==> config.mk <==
export PLATFORM = sky130hd
export DESIGN_NAME = ram_lookup_reader
export DESIGN_NICKNAME = d
export VERILOG_FILES = /design/src/rtl/ram_lookup_reader.sv
export SDC_FILE = /design/constraint.sdc
export NUM_CORES = 1
export LEC_CHECK = 0
export BUFFER_PORTS_ARGS = -buffer_cell sky130_fd_sc_hd__buf_2
export CORE_AREA = 2 2 243 245
export CTS_BUF_LIST = sky130_fd_sc_hd__clkbuf_8
export CTS_CLUSTER_DIAMETER = 120
export DETAILED_ROUTE_END_ITERATION = 10
export DIE_AREA = 0 0 245 247
export PLACE_DENSITY_LB_ADDON = 0.25
export SYNTH_ARGS = -nofsm -noshare
export SYNTH_HDL_FRONTEND = slang
export SYNTH_SLANG_ARGS = --single-unit
==> constraint.sdc <==
create_clock -name clk -period 35.1 [get_ports clk]
set_input_delay 7.02 -clock clk [delete_from_list [all_inputs] [get_ports clk]]
set_output_delay 7.02 -clock clk [all_outputs]
set_load 0.05 [all_outputs]
==> src/rtl/ram_lookup_reader.sv <==
`default_nettype none
// ram_lookup_reader: lookup-RAM read client. It absorbs the one-cycle RAM read latency and
// forwards a write that lands on the read's issue edge. Results return through a 3-entry FIFO.
module ram_lookup_reader #(
   parameter int ADDR_BITS = 5,
   parameter int DATA_BITS = 193,
   parameter int TAG_BITS  = 8
) (
   input  logic                 clk,
   input  logic                 aresetn,
   input  logic                 req_valid,
   output logic                 req_ready,
   input  logic [ADDR_BITS-1:0] req_addr,
   input  logic [TAG_BITS-1:0]  req_tag,
   output logic                 rsp_valid,
   input  logic                 rsp_ready,
   output logic [DATA_BITS-1:0] rsp_data,
   output logic [TAG_BITS-1:0]  rsp_tag,
   output logic [ADDR_BITS-1:0] ram_addrb,
   output logic                 ram_enb,
   input  logic [DATA_BITS-1:0] ram_doutb,
   input  logic                 wr_en,
   input  logic [ADDR_BITS-1:0] wr_addr,
   input  logic [DATA_BITS-1:0] wr_data
);

   localparam int         ENTRY_BITS = DATA_BITS + TAG_BITS;
   localparam logic [1:0] PTR_LAST   = 2'd2;
   localparam logic [1:0] OCC_MAX    = 2'd3;

   logic                  acc;
   logic                  pop;
   logic                  push;
   logic [ENTRY_BITS-1:0] push_entry;

   logic                  infl_valid_q, infl_valid_d;
   logic                  fwd_q, fwd_d;
   logic [TAG_BITS-1:0]   infl_tag_q;
   logic [DATA_BITS-1:0]  fwd_data_q;
   logic [1:0]            occ_q, occ_d;
   logic [1:0]            cnt_q, cnt_d;
   logic [1:0]            wr_ptr_q, wr_ptr_d;
   logic [1:0]            rd_ptr_q, rd_ptr_d;
   logic [ENTRY_BITS-1:0] mem_q [3];

   function automatic logic [1:0] ptr_inc(input logic [1:0] p);
      return (p == PTR_LAST) ? 2'd0 : p + 2'd1;
   endfunction

   // Occupancy counts the in-flight read too, so a push can never meet a full FIFO.
   always_comb begin
      req_ready  = aresetn & (occ_q != OCC_MAX);
      acc        = req_valid & req_ready;
      rsp_valid  = (cnt_q != 2'd0);
      pop        = rsp_valid & rsp_ready;
      push       = infl_valid_q;
      push_entry = {(fwd_q ? fwd_data_q : ram_doutb), infl_tag_q};
   end

   always_comb begin
      infl_valid_d = acc;
      fwd_d        = acc & wr_en & (wr_addr == req_addr);
      wr_ptr_d     = push ? ptr_inc(wr_ptr_q) : wr_ptr_q;
      rd_ptr_d     = pop  ? ptr_inc(rd_ptr_q) : rd_ptr_q;
      cnt_d        = cnt_q;
      case ({push, pop})
         2'b10:   cnt_d = cnt_q + 2'd1;
         2'b01:   cnt_d = cnt_q - 2'd1;
         default: cnt_d = cnt_q;
      endcase
      occ_d = occ_q;
      case ({acc, pop})
         2'b10:   occ_d = occ_q + 2'd1;
         2'b01:   occ_d = occ_q - 2'd1;
         default: occ_d = occ_q;
      endcase
   end

   always_comb begin
      ram_addrb           = req_addr;
      ram_enb             = acc;
      {rsp_data, rsp_tag} = mem_q[rd_ptr_q];
   end

   always_ff @(posedge clk or negedge aresetn) begin
      if (!aresetn) begin
         infl_valid_q <= 1'b0;
         fwd_q        <= 1'b0;
         occ_q        <= 2'd0;
         cnt_q        <= 2'd0;
         wr_ptr_q     <= 2'd0;
         rd_ptr_q     <= 2'd0;
      end else begin
         infl_valid_q <= infl_valid_d;
         fwd_q        <= fwd_d;
         occ_q        <= occ_d;
         cnt_q        <= cnt_d;
         wr_ptr_q     <= wr_ptr_d;
         rd_ptr_q     <= rd_ptr_d;
      end
   end

   // Payload storage carries no reset; its contents only matter behind a valid flag.
   always_ff @(posedge clk) begin
      infl_tag_q <= req_tag;
      fwd_data_q <= wr_data;
      if (push) begin
         mem_q[wr_ptr_q] <= push_entry;
      end
   end

endmodule
`default_nettype wire

# After elaboration in Yosys (flattened, before gate mapping)
# Memories as Yosys holds them, arrays and structs flattened.
# Cells that the tools add are included.
# classes
n_addsub	6
muxes	7
n_eq_ne	8
n_bitwise	5
reduce_logical	3
# op_table
operator	count
193-bit two-way mux	1
2-bit by 1-bit adder with 2-bit output, second input constant	4
2-bit equality test, second input constant	4
2-bit one-hot mux with 2 select lines	2
2-bit nonzero test	3
1-bit AND	5
5-bit equality test	1
2-bit by 1-bit equality test with 1-bit output, second input constant	2
2-bit two-way mux	2
2-bit by 1-bit subtractor with 2-bit output, second input constant	2
1-bit two-way mux	2
2-bit != test, second input constant	1
# word_totals
ramBits	603
n_memories	1
register_bits	211
word_cells	38
out_inout_bits	209
in_bits	409
# mem_list
name	depth	word_bits	read_ports	rd_ports_with_merged_regs	wr	line	source
mem_q	3	201	1	0	1	44	logic [ENTRY_BITS-1:0] mem_q [3];

# Depth between registers and ports, before layout
# logic_depth
ltp_word	5
ltp_mapped	6
depth_no_buf	6

# Least setup slack after synthesis
# OpenSTA, ideal clock, no wires.
# synth_path
path_type	register to register
startpoint	register wr_ptr_q[0]
endpoint	memory mem_q[2][0] (netlist bit) (enable)
slack_ns	19.152
synth_period_minus_slack_ns	15.948
path_buffers	0
required_time_ns	34.051
setup_time_ns	1.049
arrival_ns	14.899
path_stages_with_launch	2
cell_sequence	dfrtp_1 nor3b_1
# synth_rtl
element	line	source
from (decl)	42	logic [1:0] wr_ptr_q, wr_ptr_d;
from (signal assigned)	98	wr_ptr_q <= wr_ptr_d;
to (decl)	44	
# No word-level cell before the write port.

# Final worst setup path
# layout_path
startpoint	input port aresetn
endpoint	output port ram_enb
# layout_between
elab_chain_cells	2
# layout_rtl
element	line	source
from (decl)	10	input logic aresetn,
1-bit AND	52	req_ready = aresetn & (occ_q != OCC_MAX);
1-bit AND	53	acc = req_valid & req_ready;
to (decl)	20	output logic ram_enb,
# No other way between the ends.

==> out/metrics.cfg <==
[worst_setup_path]
cp-startpoint=aresetn
kind_of_end_point_of_the_critical_path=primary output
worst-endpoint-arrival_ns=8.03
worst_ep_required_time_ns=28.08
criticalPathCategory=in2out
worst_r2r_startpoint=wr_ptr_q[0]
worstPathMaxFanout=11
setup.worst_path.start_class=input port

[synthesis]
yosys_register_bits=814
synth-edff-count=603
syn_area_mm2=0.02923
async_set_reset_flop_share_out_of_synthesis=0.01229
ys.flop_type=sky130_fd_sc_hd__edfxtp_1
postSynthCellCount=1740
yosys_warnings=0
synth_fp_nets=2151
post_synth.cell_area_avg_um2=16.80
synth_cell_type_count=25
synth-seq-area-share=0.7657

[clock_network]
cts_tree=yes
clockRootBuffer=sky130_fd_sc_hd__clkbuf_8
post_cts_hold_buffers=0
numClockSinks=814
cts-buffers-inserted=131
clk-insertion-delay-late_ns=0.74
htree_num_levels=4
clk_transition_reported_paths_ns=0.07
cts_resized=0
clk_path_buf_depth=3
setup_fix_buffers_added_after_clock_tree_synthesis=0

[timing]
min_period_ns=15.05
timing.clock.skew_ns=0.04050
rsz_0062_raised_after_global_routing=no
maxSlewHeadroom=0.2533
maxClockFrequency_mhz=66.45
finalHoldViolations=0
finalSetupTns_ns=0
timing.final.setup_violations=0
fin_ws_ns=20.05
worst_margin_pin_slew_ns=1.120
final-max-slew-violation-count=0
share_of_the_cycle_needed_by_the_critical_path_after_routing=0.4287

[grt]
grt_antenna_before_repair=7
grt_pass1_wl_um=91280
grt_remaining_overflow=0
grt.total_usage=0.2016
grt_pass1_vias=16378
grt_max_degree=103

[power_and_ir_drop]
power.switching_fraction=0.4193
internal_power_mw=1.767
p_leak_nw=13.54
power-per-cell-area_mw_per_mm2=86.47
net_switching_power_of_the_design_mw=1.275
seq_power_share=0.388
power.combinational.fraction=0.372
vdd_drop_max_mv=0.05666
power.share.clock=0.240

[routing]
routed_wl_um=62400
remaining_drc_errors=0
drt_first_iter_violations=917
avgViaCountPerCell=4.972
count_of_vias_placed_by_the_detailed_router=16363
drt_pass1_iterations=5
post_drt_wl_per_cell_um=18.96
antenna_violating_nets_post_route=0

[floorplanning]
die_w_um=245
std_cell_rows=89
core_mm2=0.05824
die_outline_area_mm2=0.06052
die_height_um=247
floorplan.initialDensity=0.5019
ioPinCount=618

[layout]
total_number_of_nets_in_the_final_design=2827
layout-drive-gt1-share=0.3975
final.fill_count=4448
synthToLayoutAreaGrowth_pct=20.34

[min_path]
min-delay-start=infl_tag_q[7]
min-delay-path-class=reg2reg

[run_status]
outcome=complete, no violations

[placed_design]
place_ws_ns=20.05
portBuffers=617
detailed_place_hpwl_um=40770
routabilityCongestion=0.7784

[job]
maxCapViolCount=0

[cells in the final DEF (no fill, tap or decap), drive strengths merged, types with 6 or more instances in the layout]
| cell type | instances |
|---|---|
| dfxtp | 201 |
| mux2 | 193 |
| clkinvlp | 6 |
| mux2i | 201 |
| clkbuf | 140 |
| dfrtp | 10 |
| inv | 57 |
| edfxtp | 603 |
| buf | 637 |
| clkinv | 32 |
| o21ai | 203 |
| xnor2 | 9 |
| nand2 | 205 |
[synthesized netlist by cell type, types with 3 or more instances]
master	count	area, um^2
sky130_fd_sc_hd__buf_6	7	78.83
sky130_fd_sc_hd__nor2_1	3	11.26
sky130_fd_sc_hd__buf_2	21	105.1
sky130_fd_sc_hd__nand2_1	205	769.5
sky130_fd_sc_hd__a21o_1	3	22.52
sky130_fd_sc_hd__clkbuf_1	26	97.59
sky130_fd_sc_hd__buf_8	11	165.2
sky130_fd_sc_hd__xnor2_1	9	78.83
sky130_fd_sc_hd__mux2i_1	201	2012
sky130_fd_sc_hd__o21ai_1	158	790.8
sky130_fd_sc_hd__edfxtp_1	603	18110
sky130_fd_sc_hd__dfrtp_1	10	250.2
sky130_fd_sc_hd__mux2_2	193	2173
sky130_fd_sc_hd__dfxtp_1	201	4024
sky130_fd_sc_hd__buf_4	29	217.7
sky130_fd_sc_hd__nor3_1	3	15.01
sky130_fd_sc_hd__o21ai_0	45	225.2
sky130_fd_sc_hd__inv_1	3	11.26
[state kept, by name, indices dropped and copies added, names as in the netlist]
signal,cells
fwd_q,1
mem_q,603
infl_tag_q,8
cnt_q,2
wr_ptr_q,2
fwd_data_q,193
occ_q,2
rd_ptr_q,2
infl_valid_q,1
[cell type report]
class,instances,area [um^2],share of cell area
clock inverter,93,445.4,0.01266
tap,773,967.2,0.02749
clock buffer,140,1927,0.05477
inverter,3,11.26,0.0003201
timing repair buffer,637,3238,0.09205
multi-input combinational,829,6192,0.1760
sequential,814,22390,0.6365
antenna,2,5.005,0.0001423
[power by group through the flow]
stage / registers [mW] / clock network (mW) / logic, mW
floorplan: 1.21 / 0 / 0.888
global placement: 1.20 / 0 / 1.14
detailed placement: 1.20 / 0 / 1.14
CTS: 1.18 / 0.752 / 1.15
global route: 1.19 / 0.793 / 1.19
finish: 1.18 / 0.730 / 1.13
[metal layers]
layer | GRT usage | part of all wire
met3 | 0.07185 | 0.081
met4 | 0.07478 | 0.020
met2 | 0.3332 | 0.50
met5 | 0 | 0.00091
met1 | 0.2440 | 0.40
[stage by stage]
step,power [mW],hold WS (ns),util,std cells,cell area [um^2]
final,3.042,0.4529,0.6040,3291,35180
after global routing,3.173,0.4758,0.6040,3291,35180
after CTS,3.080,0.4561,0.6039,3289,35170
after detailed placement,2.345,0.4400,0.5632,3056,32800
after global placement,2.334,0.4255,0.5632,3056,32800
after floorplan,2.093,0.4210,-,1740,29230
[critical path, cell delays in order]
cell                       delay [ns]
sky130_fd_sc_hd__buf_2           0.23
sky130_fd_sc_hd__a21boi_0        0.28
sky130_fd_sc_hd__nand2_1         0.14
sky130_fd_sc_hd__inv_1           0.09
sky130_fd_sc_hd__buf_2           0.26
[worst paths after layout]
path	end	slack [ns]	cells after the start
setup / recovery	ram_enb	20.05	5
min in group asynchronous	occ_q[1]	6.14	1
hold / removal	mem_q[1][7]	0.45	0
setup reg to reg	mem_q[1][112]	31.81	4
max in group asynchronous	rd_ptr_q[1]	28.74	1
hold reg to reg	mem_q[1][7]	0.45	0
[cell families (layout without fill, tap and decap cells)]
logic type               Yosys count  in the layout  share of synthesized area
AND/OR/NAND/NOR                  215            215                    0.02812
adder cells (fa/ha/maj)            2              2                  0.0008559
multiplexers                     394            394                     0.1432
buffers and inverters             97            873                    0.02311
AO/OA/AOI/OAI                    207            207                    0.03578
flip-flops                       814            814                     0.7657
other                              0              2                          0
XOR/XNOR                          11             11                   0.003296
No activity file was read; power rests on OpenSTA's default activity.
